### config.mk
export PLATFORM = sky130hd
export DESIGN_NAME = i2s_eth_framer
export DESIGN_NICKNAME = d
export VERILOG_FILES = /design/src/rtl/i2s_eth_framer.sv
export SDC_FILE = /design/constraint.sdc
export NUM_CORES = 1
export LEC_CHECK = 0
export BUFFER_PORTS_ARGS = -buffer_cell sky130_fd_sc_hd__buf_2
export CAP_MARGIN = 20
export CORE_ASPECT_RATIO = 0.9
export CORE_MARGIN = 2
export CORE_UTILIZATION = 49
export DETAILED_ROUTE_END_ITERATION = 12
export PLACE_DENSITY_LB_ADDON = 0.25
export SYNTH_ARGS = -nofsm -noshare
export SYNTH_HDL_FRONTEND = slang
export SYNTH_SLANG_ARGS = --single-unit
### constraint.sdc
create_clock -name clk -period 3 [get_ports clk]
set_input_delay 0.45 -clock clk [delete_from_list [all_inputs] [get_ports clk]]
set_output_delay 0.45 -clock clk [all_outputs]
set_load 0.005 [all_outputs]
### src/rtl/i2s_eth_framer.sv
`default_nettype none
// ============================================================================
//  Module      : i2s_eth_framer
//  Description : Wraps each audio packet from the I2S input FIFO in an
//                Ethernet II frame (dst MAC, src MAC, EtherType, payload,
//                zero padding to the minimum payload; over-length packets
//                are truncated and the remainder is discarded).
//  Revision    : 1.0 - initial release
// ============================================================================
module i2s_eth_framer #(
   parameter logic [15:0] ETHERTYPE   = 16'h88B5,
   parameter logic [23:0] MAC_OUI     = 24'h020000,
   parameter int          MIN_PAYLOAD = 46,
   parameter int          MAX_PAYLOAD = 1500
) (
   input  logic        clk,
   input  logic        rst,
   input  logic [3:0]  fpga_index,
   input  logic [3:0]  dst_fpga_index,
   input  logic        s_axis_tvalid,
   input  logic [7:0]  s_axis_tdata,
   input  logic        s_axis_tlast,
   output logic        s_axis_tready,
   output logic        m_axis_tvalid,
   output logic [7:0]  m_axis_tdata,
   output logic        m_axis_tlast,
   input  logic        m_axis_tready,
   output logic [31:0] frame_count,
   output logic [15:0] trunc_count,
   output logic        busy
);

   localparam logic [10:0] c_MIN_PAY    = MIN_PAYLOAD[10:0];
   localparam logic [10:0] c_MIN_PAY_M1 = c_MIN_PAY - 11'd1;
   localparam logic [10:0] c_MAX_PAY    = MAX_PAYLOAD[10:0];
   localparam logic [3:0]  c_HDR_LAST   = 4'd13;

   typedef enum logic [2:0] {
      S_IDLE    = 3'd0,
      S_HEADER  = 3'd1,
      S_PAYLOAD = 3'd2,
      S_PAD     = 3'd3,
      S_DROP    = 3'd4
   } state_t;

   state_t      r_state;
   logic [3:0]  r_hdr_cnt;
   logic [10:0] r_pay_cnt;
   logic [3:0]  r_src_idx;
   logic [3:0]  r_dst_idx;
   logic        r_m_tvalid;
   logic [7:0]  r_m_tdata;
   logic        r_m_tlast;
   logic [31:0] r_frame_count;
   logic [15:0] r_trunc_count;

   logic [10:0] w_pay_next;
   logic        w_in_payload;
   logic        w_pay_last;
   logic        w_pay_hs;
   logic        w_frame_done;
   logic        w_trunc;

   // Header byte n of the 14-byte Ethernet II header, MSB first.
   function automatic logic [7:0] hdr_byte(input logic [3:0] n,
                                           input logic [3:0] src,
                                           input logic [3:0] dst);
      logic [47:0]  dmac;
      logic [47:0]  smac;
      logic [111:0] hdr;
      dmac = (dst == 4'hF) ? 48'hFFFF_FFFF_FFFF : {MAC_OUI, 20'h0, dst};
      smac = {MAC_OUI, 20'h0, src};
      hdr  = {dmac, smac, ETHERTYPE} << {n, 3'b000};
      return hdr[111:104];
   endfunction

   assign w_pay_next   = r_pay_cnt + 11'd1;
   assign w_in_payload = (r_state == S_PAYLOAD);
   assign w_pay_hs     = w_in_payload && s_axis_tvalid && m_axis_tready;
   // A packet end closes the frame only once the minimum length is reached;
   // without tlast, the maximum length forces the frame to close.
   assign w_pay_last   = s_axis_tlast ? (w_pay_next >= c_MIN_PAY)
                                      : (w_pay_next == c_MAX_PAY);

   // Payload is a combinational pass-through; every other state drives
   // the registered output stage.
   assign m_axis_tvalid = w_in_payload ? s_axis_tvalid : r_m_tvalid;
   assign m_axis_tdata  = w_in_payload ? s_axis_tdata  : r_m_tdata;
   assign m_axis_tlast  = w_in_payload ? w_pay_last    : r_m_tlast;
   assign s_axis_tready = w_in_payload ? m_axis_tready : (r_state == S_DROP);
   assign busy          = (r_state != S_IDLE);

   assign w_frame_done = m_axis_tvalid && m_axis_tready && m_axis_tlast;
   assign w_trunc      = w_pay_hs && !s_axis_tlast && (w_pay_next == c_MAX_PAY);

   assign frame_count = r_frame_count;
   assign trunc_count = r_trunc_count;

   // Framing state machine with registered header/pad output stage.
   always_ff @(posedge clk) begin
      if (rst) begin
         r_state    <= S_IDLE;
         r_hdr_cnt  <= 4'd0;
         r_pay_cnt  <= 11'd0;
         r_src_idx  <= 4'd0;
         r_dst_idx  <= 4'd0;
         r_m_tvalid <= 1'b0;
         r_m_tdata  <= 8'h00;
         r_m_tlast  <= 1'b0;
      end else begin
         case (r_state)
            S_IDLE: begin
               if (s_axis_tvalid) begin
                  r_src_idx  <= fpga_index;
                  r_dst_idx  <= dst_fpga_index;
                  r_hdr_cnt  <= 4'd0;
                  r_pay_cnt  <= 11'd0;
                  r_m_tvalid <= 1'b1;
                  r_m_tdata  <= hdr_byte(4'd0, fpga_index, dst_fpga_index);
                  r_m_tlast  <= 1'b0;
                  r_state    <= S_HEADER;
               end
            end
            S_HEADER: begin
               if (m_axis_tready) begin
                  if (r_hdr_cnt == c_HDR_LAST) begin
                     r_m_tvalid <= 1'b0;
                     r_m_tdata  <= 8'h00;
                     r_state    <= S_PAYLOAD;
                  end else begin
                     r_hdr_cnt <= r_hdr_cnt + 4'd1;
                     r_m_tdata <= hdr_byte(r_hdr_cnt + 4'd1, r_src_idx, r_dst_idx);
                  end
               end
            end
            S_PAYLOAD: begin
               if (w_pay_hs) begin
                  r_pay_cnt <= w_pay_next;
                  if (s_axis_tlast) begin
                     if (w_pay_next >= c_MIN_PAY) begin
                        r_state <= S_IDLE;
                     end else begin
                        r_m_tvalid <= 1'b1;
                        r_m_tdata  <= 8'h00;
                        r_m_tlast  <= (w_pay_next == c_MIN_PAY_M1);
                        r_state    <= S_PAD;
                     end
                  end else if (w_pay_next == c_MAX_PAY) begin
                     r_state <= S_DROP;
                  end
               end
            end
            S_PAD: begin
               if (m_axis_tready) begin
                  r_pay_cnt <= w_pay_next;
                  if (r_pay_cnt == c_MIN_PAY_M1) begin
                     r_m_tvalid <= 1'b0;
                     r_m_tlast  <= 1'b0;
                     r_state    <= S_IDLE;
                  end else begin
                     r_m_tlast <= (w_pay_next == c_MIN_PAY_M1);
                  end
               end
            end
            S_DROP: begin
               if (s_axis_tvalid && s_axis_tlast) begin
                  r_state <= S_IDLE;
               end
            end
            default: begin
               r_state <= S_IDLE;
            end
         endcase
      end
   end

   // Saturating frame and truncation counters, advanced on handshakes only.
   always_ff @(posedge clk) begin
      if (rst) begin
         r_frame_count <= 32'd0;
         r_trunc_count <= 16'd0;
      end else begin
         if (w_frame_done && (r_frame_count != 32'hFFFF_FFFF)) begin
            r_frame_count <= r_frame_count + 32'd1;
         end
         if (w_trunc && (r_trunc_count != 16'hFFFF)) begin
            r_trunc_count <= r_trunc_count + 16'd1;
         end
      end
   end

endmodule
`default_nettype wire

Word-level counts from Yosys, hierarchy flattened
Index checks and enable logic that the tools add are counted.
{"block": "classes", "n_addsub": 4, "muxes": 49, "reduce_logical": 23, "n_mul": 0, "bitwise": 0, "magnitude_cmp": 1, "shift": 1, "div_mod_pow": 0, "eq_ne": 23}
{"operator": "112-bit by 7-bit left shift with 112-bit output", "n": 1}
{"operator": "48-bit two-way mux", "n": 2}
{"operator": "8-bit two-way mux", "n": 7}
{"operator": "11-bit two-way mux", "n": 3}
{"operator": "11-bit case mux with 3 select lines", "n": 1}
{"operator": "32-bit by 1-bit adder with 32-bit output, second input constant", "n": 1}
{"operator": "32-bit != test, second input constant", "n": 1}
{"operator": "3-bit two-way mux", "n": 9}
{"operator": "8-bit case mux with 3 select lines", "n": 1}
{"operator": "11-bit by 6-bit equality test with 1-bit output, second input constant", "n": 2}
{"operator": "1-bit two-way mux", "n": 18}
{"operator": "16-bit by 1-bit adder with 16-bit output, second input constant", "n": 1}
{"operator": "16-bit != test, second input constant", "n": 1}
{"operator": "2-bit != test, second input constant", "n": 8}
{"operator": "3-bit case mux with 5 select lines", "n": 1}
{"operator": "4-bit equality test, second input constant", "n": 3}
{"operator": "4-bit two-way mux", "n": 3}
{"operator": "6-bit AND reduction", "n": 2}
{"operator": "11-bit by 1-bit adder with 11-bit output, second input constant", "n": 1}
{"operator": "11-bit equality test, second input constant", "n": 1}
{"operator": "11-bit by 6-bit greater-or-equal comparator with 1-bit output, second input constant", "n": 1}
{"operator": "1-bit logical AND", "n": 9}
{"operator": "9-bit AND reduction", "n": 1}
{"operator": "3-bit nonzero test", "n": 3}
{"operator": "other kinds (17)", "n": 20}
{"block": "totals", "output_inout_bits": 60, "mem_bits_rw": 0, "latch_bits": 0, "rom_bits": 0, "memories": 0, "ff_bits": 84, "word_cells": 111, "inputBits": 21}

Logic depth before layout (Yosys ltp)
Gate-level depths: netlist (run 1).
{"block": "logic_depth", "depth_word": 6, "mapped_depth": 12, "ltp_nobuf": 9}

Worst setup path after synthesis (run 1)
OpenSTA, ideal clock, no wires.
{"block": "synth_timing", "kind": "reg2reg", "start": "register r_pay_cnt[0]", "end": "register r_m_tdata[1]", "required_ns": 2.914, "setup_ns": 0.086, "setup_slack_ns": 0.297, "arrival_ns": 2.616, "synth_period_minus_slack_ns": 2.703, "n_path_buf": 3, "stages_incl_launch_ff": 13, "cell_sequence": "dfxtp_1 -> clkbuf_1 -> inv_1 -> ha_1 -> o21ai_0 -> o21ai_0 -> a221oi_1 -> o21ai_0 -> or3b_1 -> buf_2 -> and2_1 -> buf_2 -> a221oi_2"}
{"block": "synth_via", "elab_chain_cells": 4}
{"item": "start: declaration", "line": "48", "text": "logic [10:0] r_pay_cnt;"}
{"item": "start signal: assignment", "line": "138", "text": "r_pay_cnt <= w_pay_next;"}
{"item": "start signal: assignment", "line": "155", "text": "r_pay_cnt <= w_pay_next;"}
{"item": "11-bit by 1-bit adder with 11-bit output", "line": "77", "text": "assign w_pay_next = r_pay_cnt + 11'd1;"}
{"item": "11-bit by 6-bit greater-or-equal comparator with 1-bit output", "line": "140", "text": "if (w_pay_next >= c_MIN_PAY) begin"}
{"item": "2-bit != test (no line)"}
{"item": "6-bit AND reduction (no line)"}
{"item": "end signal: assignment", "line": "119", "text": "r_m_tdata <= hdr_byte(4'd0, fpga_index, dst_fpga_index);"}
{"item": "end signal: assignment", "line": "132", "text": "r_m_tdata <= hdr_byte(r_hdr_cnt + 4'd1, r_src_idx, r_dst_idx);"}
{"item": "end: declaration", "line": "52", "text": "logic [7:0] r_m_tdata;"}
No other way between the ends.
A chain may end at the register's enable or synchronous reset.

Worst setup path after layout (run 1)
{"block": "layout_timing", "start": "register r_pay_cnt[0]", "end": "output m_axis_tlast"}
{"block": "layout_via", "elab_chain_cells": 4, "word_cells_on_any_way": 5, "classes_between": "1 x add/sub; 1 x order compare; 1 x eq/ne; 2 x mux"}
{"item": "11-bit by 1-bit adder with 11-bit output (*)", "line": "77"}
{"item": "11-bit by 6-bit greater-or-equal comparator with 1-bit output / 11-bit equality test (equally long branches)", "line": "82, 83"}
{"item": "1-bit two-way mux (*)", "line": "82", "text": "assign w_pay_last = s_axis_tlast ? (w_pay_next >= c_MIN_PAY)"}
{"item": "1-bit two-way mux (*)", "line": "89", "text": "assign m_axis_tlast = w_in_payload ? w_pay_last : r_m_tlast;"}
{"item": "end: declaration", "line": "26", "text": "output logic m_axis_tlast,"}
Every way passes the cells marked *; elsewhere a longest branch is shown, timed or not.

==> impl_metrics.json, run 1 <==
{
  "outcome": "finished clean",
  "rsz0062_at_grt": "false",
  "die-area_um2": 10800,
  "synth_area_per_cell_um2": 7.54,
  "startpoint_type": "register",
  "track_usage_pct": 23.4,
  "yosysSeqAreaShare_pct": 34.0,
  "finClkSkew_ps": 4.30,
  "ant_nets": 0,
  "grt_max_degree": 51,
  "p_sw_uw": 966,
  "p_int_uw": 1900,
  "multiInputGateArea_um2": 3030,
  "synth.top_cells.by_area": "dfxtp_1, a21oi_1, nand2_1, nor2_1, o21ai_0",
  "dr.pass1.iters": 5,
  "slew_headroom_pct": 37.7,
  "hold_end": "r_src_idx[1]",
  "grt_overflow": 0,
  "path_max_fanout": 9,
  "use_met2_pct": 36.9,
  "gr-usage-met1_pct": 32.2,
  "grt_pass1_wl_mm": 20.6,
  "ir_worst_vdd_mv": 0.312,
  "setup_tns_ps": 0,
  "gr-max-usage-layer": "met2",
  "rows": 34,
  "die_h_um": 98.8,
  "routed_wl_mm": 12.6,
  "antenna_found_initial": 0,
  "async_flop_share_pct": 0,
  "fin_crit_sh_pct": 94.4,
  "cp_slowest_stage_delay_ps": 370,
  "avgViaCountPerCell": 5.87,
  "layout.nets": 755,
  "clk_pin_slew_worst_paths_ps": 80,
  "min_period_ps": 2830,
  "synth_edf_count": 0,
  "p_sw_share_pct": 33.7,
  "cts_root_buf": "clkbuf_8",
  "n_antenna_cell": 0,
  "wl_per_cell_um": 14.8,
  "area_growth_pct": 16.2,
  "crit_arrival_ps": 2380,
  "combPwrFrac_pct": 27.3,
  "max_freq_mhz": 353,
  "hold_class": "in2reg",
  "netlist_instances": 648,
  "coreArea_um2": 9700,
  "crit_family": "simple AND/OR/NAND/NOR gates",
  "place_congestion": 0.889,
  "power_density_nw_per_um2": 504,
  "initial_core_util_pct": 50.4,
  "cts_made_buffers": 9,
  "finalSetupViolCount": 0,
  "synth_flop_cell": "dfxtp_1",
  "synth.cell_area_um2": 4890,
  "cp-end-kind": "output pin",
  "yosysTopAreaCell": "dfxtp_1",
  "timing.rr.end": "r_m_tdata[1]",
  "max_cap_viol_count": 0,
  "cts_buffer_depth": 2,
  "drtIter0Drc": 340,
  "pin_count": 81,
  "critPathSlowestCell": "or3_4",
  "yosysUniqueCellTypes": 63,
  "critical_path_class": "reg2out",
  "crit_required_ps": 2550,
  "rr_worst_depth": 10,
  "clkPwrFrac_pct": 30.6,
  "hpwl_mm": 9.09,
  "synth_fp_nets": 679,
  "seqCellArea_um2": 1670,
  "use_met3_pct": 4.83,
  "port-buffer-count": 80,
  "p_leak_uw": 0.00217,
  "timing.rr.start": "r_pay_cnt[0]",
  "hold_violations": 0,
  "htree_levels": 3,
  "cts_tree": "yes",
  "holdCritStartpoint": "fpga_index[1]",
  "synth_seq_cells": 83,
  "yosys_warnings": 0,
  "cts.sinks": 83,
  "slew_violations": 0,
  "drc": 0,
  "placed_cell_area_um2": 5450,
  "fill_cells": 900,
  "tightest_slew_ps": 935,
  "grt_pass1_vias": 4373,
  "synth_top_area_share_pct": 34.0,
  "vias": 5017,
  "seq_power_share_pct": 42.1,
  "path_buf_inv": 1,
  "reg2reg_slack_ps": 240,
  "cp_cell_sequence": "ha_2 > nand3_1 > or3_4 > a221oi_4 > or2_4 > nand2_2 > nor2_1 > buf_2",
  "clock_latency_ps": 360,
  "drive_gt1_share_pct": 19.5,
  "fin_area_um2": 5680,
  "die_w_um": 109,
  "holdPathStages": 3
}
through the flow:
stage | power [µW] | setup slack [ps] | hold slack [ps] | cells | util (%)
after global routing | 3020 | 15.2 | 324 | 854 | 58.6
after floorplan | 1750 | 297 | 437 | 648 | -
after CTS | 2870 | 57.8 | 309 | 854 | 58.3
final | 2860 | 168 | 320 | 854 | 58.6
after detailed placement | 2000 | 149 | 451 | 839 | 56.2
after global placement | 1980 | 261 | 449 | 839 | 56.2
cells by family after synthesis:
family,share of synthesized area [%]
adder cells (fa/ha/maj),2.56
buffers and inverters,4.43
XOR/XNOR,3.05
multiplexers,1.33
AO/OA/AOI/OAI,20.1
flip-flops,34.0
AND/OR/NAND/NOR,34.6
cells in the mapped netlist, types with 6 or more instances:
master,count
dfxtp_1,83
nand2_1,79
a21oi_1,71
nor2_1,59
o21ai_0,38
nand3_1,34
clkbuf_1,28
o31ai_1,20
nor3_1,19
nand4_1,18
or3_1,17
or4_1,16
inv_1,14
xnor2_1,14
and3_1,12
nor2b_1,11
ha_1,10
a31oi_1,9
nand2b_1,7
nand4b_1,6
power by group through the flow:
| stage | sequential [µW] | combinational (µW) | clock, µW |
|---|---|---|---|
| 2_1_floorplan | 1210 | 542 | 0 |
| 3_3_place_gp | 1230 | 746 | 0 |
| 3_5_place_dp | 1230 | 767 | 0 |
| 4_1_cts | 1200 | 770 | 892 |
| 5_1_grt | 1210 | 877 | 930 |
| 6_report | 1210 | 781 | 875 |
routing by layer:
layer,up-vias,part of all wire (%)
li1,2516,-
met1,2347,47
met2,140,46
met3,14,5.9
met4,0,1.1
met5,-,0
cell type report:
| cell class | count | share of cell area, % |
|---|---|---|
| clock buffers | 11 | 2.31 |
| clock inverters | 4 | 1.34 |
| inverters | 14 | 0.925 |
| multi-input cells | 514 | 53.4 |
| flip-flops and latches | 83 | 29.3 |
| well taps | 126 | 2.78 |
| repair buffers | 102 | 9.96 |
tightest hold or removal path, stage by stage:
cell,delay [ps]
buf_2,90
nand2_1,40
a21oi_1,50
repair_timing:
item	CTS	global route
endpoints found under the setup margin	0	16
gates resized for setup	0	9
hold buffers	0	0
buffers inserted	0	0
registers in the layout, indices dropped and copies added (netlist names):
register and cells:
r_src_idx 4, r_dst_idx 4, r_hdr_cnt 4, r_state 3, trunc_count 16, r_m_tvalid 1
r_m_tlast 1, frame_count 32, r_m_tdata 7, r_pay_cnt 11
worst max path at each step:
stage                            start      endpoint  slack, ps  cells after the start
final                     r_pay_cnt[0]  m_axis_tlast        170                      8
after detailed placement  r_pay_cnt[0]  r_m_tdata[1]        150                     10
after global placement    r_pay_cnt[0]  r_m_tdata[1]        260                     10
after CTS                 r_pay_cnt[0]  m_axis_tlast         60                      8
after global routing      r_pay_cnt[0]  r_m_tdata[6]         20                     10
after floorplan           r_pay_cnt[0]  r_m_tdata[1]        300                     12
cells in the final DEF, fill, tap and decap left out, types with 3 or more instances in the layout:
cell and instances:
a221oi_1 3, dfxtp_1 80, a21o_1 3, xor2_1 3, nor4_1 5, nand3b_1 4
nor3_1 19, inv_1 14, clkbuf_8 9, buf_4 22, nand2b_1 6, dfxtp_2 3
mux2_2 4, and3_1 12, or3_1 17, nand4b_1 6, xnor2_1 14, and2_1 5
a31oi_1 9, ha_1 9, a21oi_1 71, nand3_1 34, and4_1 5, nor2_1 59
o31ai_1 20, nor3b_1 5, o21ai_0 38, nor2b_1 11, nand4_1 18, buf_2 80
nand2_1 79, or4_1 16
No activity file was read; power rests on OpenSTA's default activity.
==> inputs of run 2 (changes only) <==
- RECOVER_POWER: unset -> 100
==> run 2 against run 1 <==
  * Combinational power is 4.1% lower
  * Global-route usage is the same
  * Register-to-register slack worse by 20 ps
  * Critical path depth shrank 1
  * Clock power is essentially flat
  * Critical endpoint unchanged
  * Power fell by 1.2%
==> impl_metrics.json, run 2 (synthesized netlist as in run 1, its figures left out) <==
{
  "outcome": "finished clean",
  "pin_count": 81,
  "die_h_um": 98.8,
  "p_leak_uw": 0.00205,
  "multiInputGateArea_um2": 3030,
  "min_period_ps": 2840,
  "slew_violations": 0,
  "startpoint_type": "register",
  "combPwrFrac_pct": 26.5,
  "path_max_fanout": 10,
  "vias": 5039,
  "die-area_um2": 10800,
  "grt_max_degree": 51,
  "place_congestion": 0.889,
  "cp-end-kind": "output pin",
  "layout.nets": 755,
  "wl_per_cell_um": 14.7,
  "rsz0062_at_grt": "false",
  "cts.sinks": 83,
  "worst_slack_ps": 158,
  "final_util_pct": 58.0,
  "ant_nets": 0,
  "p_sw_share_pct": 34.0,
  "hold_class": "in2reg",
  "cts_resized": 0,
  "reg2reg_slack_ps": 220,
  "cts_hold_buf": 0,
  "rr_worst_depth": 8,
  "avgViaCountPerCell": 5.90,
  "grt_pass1_vias": 4373,
  "routed_wl_mm": 12.6,
  "slew_headroom_pct": 37.8,
  "cts_root_buf": "clkbuf_8",
  "cts_buffer_depth": 2,
  "holdPathStages": 3,
  "grt_overflow": 0,
  "antenna_found_initial": 0,
  "clock_latency_ps": 360,
  "drtIter0Drc": 311,
  "hpwl_mm": 9.09,
  "max_freq_mhz": 352,
  "htree_levels": 3,
  "crit_required_ps": 2550,
  "gr-max-usage-layer": "met2",
  "n_antenna_cell": 0,
  "drive_gt1_share_pct": 15.5,
  "p_int_uw": 1870,
  "mostFrequentLayoutCell": "dfxtp_1",
  "seqCellArea_um2": 1670,
  "clk_pin_slew_worst_paths_ps": 80,
  "use_met3_pct": 4.83,
  "gr-usage-met1_pct": 32.2,
  "critical_path_class": "reg2out",
  "post-place-ws_ps": 149,
  "clkPwrFrac_pct": 30.9,
  "port-buffer-count": 80,
  "p_sw_uw": 963,
  "finalSetupViolCount": 0,
  "fin_crit_sh_pct": 94.7,
  "cts_made_buffers": 9,
  "ir_worst_vdd_mv": 0.296,
  "cts_tree": "yes",
  "area_growth_pct": 15.1,
  "crit_arrival_ps": 2390,
  "hold_violations": 0,
  "track_usage_pct": 23.4,
  "power_density_nw_per_um2": 503,
  "setup_tns_ps": 0,
  "rows": 34,
  "fill_cells": 917,
  "post-cts-setup-buffers": 0,
  "largest_register_ffs": 32,
  "drc": 0,
  "initial_core_util_pct": 50.4,
  "seq_power_share_pct": 42.6,
  "tightest_slew_ps": 934,
  "dr.pass1.iters": 6,
  "finClkSkew_ps": 2.91,
  "max_cap_viol_count": 0,
  "coreArea_um2": 9700,
  "die_w_um": 109,
  "use_met2_pct": 36.9,
  "layout_common_cells": "dfxtp_1, nand2_1, a21oi_1",
  "grt_pass1_wl_mm": 20.6
}
## run 2: stage by stage
step           cells  cell area (µm²)  hold slack, ps  total power, µW
6_report         854             5630             319             2830
5_1_grt          854             5630             324             2990
4_1_cts          854             5660             309             2870
3_5_place_dp     839             5450             451             2000
3_3_place_gp     839             5450             449             1980
2_1_floorplan    648             4890             437             1750
## run 2: layer usage
metal,up-vias,share of wire (%)
met3,16,5.7
met2,154,46
met4,0,1.3
met1,2352,47
li1,2517,-
met5,-,0
## run 2: final cells by class
class / instances / area share (%)
clock buffer: 11 / 2.33
inverter: 14 / 0.934
clock inverter: 4 / 1.36
sequential: 83 / 29.6
timing repair buffer: 102 / 9.12
tap: 126 / 2.80
multi-input combinational: 514 / 53.9
## run 2: final timing paths
path                      to          start
min reg2reg     r_src_idx[1]   r_src_idx[1]
min             r_src_idx[1]  fpga_index[1]
max             m_axis_tlast   r_pay_cnt[4]
max reg2reg  frame_count[20]   r_pay_cnt[4]
## run 2: power by group through the flow
stage | Sequential (µW) | Clock (µW) | Combinational (µW)
finish | 1210 | 875 | 749
CTS | 1200 | 892 | 770
global placement | 1230 | 0 | 746
detailed placement | 1230 | 0 | 767
floorplan | 1210 | 0 | 542
global route | 1210 | 930 | 846
## run 2: critical path, cell delays in order, from the launching register on
cell      delay [ps]
dfxtp_1          550
nand4_4          180
or3_1            440
a221oi_4         290
or2_4            190
nand2_2           60
nor2_1           190
clkbuf_1         140
==> inputs of run 3 (changes only) <==
==> constraint.sdc (replaced) <==
create_clock -name clk -period 3 [get_ports clk]
set_input_delay 0.75 -clock clk [delete_from_list [all_inputs] [get_ports clk]]
set_output_delay 0.75 -clock clk [all_outputs]
set_load 0.005 [all_outputs]
==> run 3 against run 2 <==
  * Utilization grew 2.0 points
  * Worst setup slack lost 140 ps
  * Clock skew grew 2.1 ps
  * Sequential power is essentially flat
  * Sequential share of layout area shrank 0.75 points
  * Design area grew 3.4%
  * Fmax shrank 4.7%
  * Largest power group unchanged
  * Highest routed layer unchanged
==> impl_metrics.json, run 3 (synthesized netlist as in run 1, its figures left out) <==
{
  "outcome": "finished clean",
  "finalSetupViolCount": 0,
  "p_leak_uw": 0.00214,
  "place_congestion": 0.935,
  "die_w_um": 109,
  "cts_root_buf": "clkbuf_8",
  "timing.rr.start": "r_pay_cnt[0]",
  "rows": 34,
  "hpwl_mm": 9.22,
  "n_antenna_cell": 0,
  "cts_buffer_depth": 2,
  "largest_register_ffs": 32,
  "dr.pass1.iters": 5,
  "hold_violations": 0,
  "vias": 5109,
  "slew_violations": 0,
  "timing.rr.end": "frame_count[27]",
  "cp-end-kind": "output pin",
  "startpoint_type": "register",
  "min_period_ps": 2980,
  "clk_pin_slew_worst_paths_ps": 80,
  "cts_made_buffers": 9,
  "layout.nets": 761,
  "path_max_fanout": 6,
  "ir_worst_vdd_mv": 0.348,
  "endpoint": "m_axis_tlast",
  "htree_levels": 3,
  "port-buffer-count": 80,
  "power_density_nw_per_um2": 498,
  "p_int_uw": 1910,
  "combPwrFrac_pct": 26.9,
  "grt_pass1_wl_mm": 21.8,
  "grt_pass1_vias": 4547,
  "pin_count": 81,
  "layout_common_cells": "nand2_1, dfxtp_1, a21oi_1",
  "p_sw_uw": 982,
  "hold_class": "reg2reg",
  "antenna_found_initial": 0,
  "critical_path_class": "reg2out",
  "grt_overflow": 0,
  "rsz0062_at_grt": "true",
  "tightest_slew_ps": 844,
  "grt_max_degree": 50,
  "drc": 0,
  "clock_latency_ps": 370,
  "holdCritStartpoint": "r_src_idx[3]",
  "rr_worst_depth": 9,
  "worst_slack_ps": 19.2,
  "wl_per_cell_um": 15.5,
  "cts.sinks": 83,
  "fin_crit_sh_pct": 99.4,
  "crit_path_start": "r_pay_cnt[0]",
  "p_sw_share_pct": 33.9,
  "reg2reg_slack_ps": 180,
  "final_cells": 861,
  "post-place-ws_ps": 120,
  "drive_gt1_share_pct": 19.7,
  "routed_wl_mm": 13.3,
  "slew_headroom_pct": 43.7,
  "cts_tree": "yes",
  "finClkSkew_ps": 4.97,
  "avgViaCountPerCell": 5.93,
  "fill_cells": 894,
  "track_usage_pct": 24.9,
  "max_freq_mhz": 335,
  "crit_arrival_ps": 2230,
  "die-area_um2": 10800,
  "max_cap_viol_count": 0,
  "initial_core_util_pct": 50.4,
  "seq_power_share_pct": 41.7,
  "crit_required_ps": 2250,
  "area_growth_pct": 19.0,
  "mostFrequentLayoutCell": "nand2_1",
  "dp_cells": 841,
  "ant_nets": 0,
  "die_h_um": 98.8,
  "drtIter0Drc": 357,
  "coreArea_um2": 9700,
  "clkPwrFrac_pct": 31.4
}
[run 3: cell types whose count changed in the layout (fill, tap and decap cells not counted), sizes merged]
cell	delta
buf	+17
clkbuf	-10
clkinv	+1
clkinvlp	-1
[run 3: area by class of cell]
type | instances | area [µm²] | share of cell area, %
multi-input combinational | 514 | 3130 | 53.7
sequential | 83 | 1680 | 28.8
timing repair buffer | 108 | 586 | 10.1
tap | 126 | 158 | 2.71
clock buffer | 12 | 145 | 2.49
clock inverter | 4 | 73.8 | 1.27
inverter | 14 | 52.6 | 0.903
[run 3: power by group through the flow]
stage | clock network (µW) | logic (µW) | registers [µW]
after floorplan | 0 | 542 | 1210
after global placement | 0 | 744 | 1230
after detailed placement | 0 | 760 | 1230
after CTS | 927 | 774 | 1210
after global routing | 962 | 882 | 1220
final | 910 | 778 | 1210
[run 3: what timing repair did]
action / in CTS / in global routing
buffers inserted: 2 / 2
resized for setup: 22 / 13
setup endpoints to repair: 1 / 8
pin swaps: 3 / 8
hold buffers: 0 / 0
[run 3: through the flow]
| stage | total power, µW | setup TNS, ps | cell area (µm²) | hold slack [ps] | util (%) |
|---|---|---|---|---|---|
| final | 2900 | 0 | 5820 | 467 | 60.0 |
| after global routing | 3060 | -70.9 | 5820 | 493 | 60.0 |
| after CTS | 2910 | 0 | 5760 | 467 | 59.4 |
| after detailed placement | 1990 | 0 | 5460 | 454 | 56.3 |
| after global placement | 1970 | 0 | 5460 | 450 | 56.3 |
| after floorplan | 1750 | 0 | 4890 | 437 | - |
[run 3: worst max-delay path, cell delays in order, from the launching register on]
cell and delay, ps:
dfxtp_2 360, ha_4 190, nand3_4 90, or3_4 430, a221oi_4 320, or2_4 190, nand2_4 60, nor2_4 110
buf_2 120
[run 3: per-layer routing]
layer  GRT usage, %  part of all wire (%)
met2           39.7                    47
met4           8.08                   1.7
met3           4.70                   6.3
met5              0                     0
met1           34.0                    45
[run 3: how the worst min path moves through the flow]
| stage | end | cells past startpoint |
|---|---|---|
| global route | r_src_idx[0] | 2 |
| detailed placement | r_src_idx[0] | 2 |
| CTS | r_src_idx[0] | 2 |
| finish | r_src_idx[3] | 2 |
| global placement | r_src_idx[2] | 2 |
| floorplan | r_src_idx[0] | 2 |
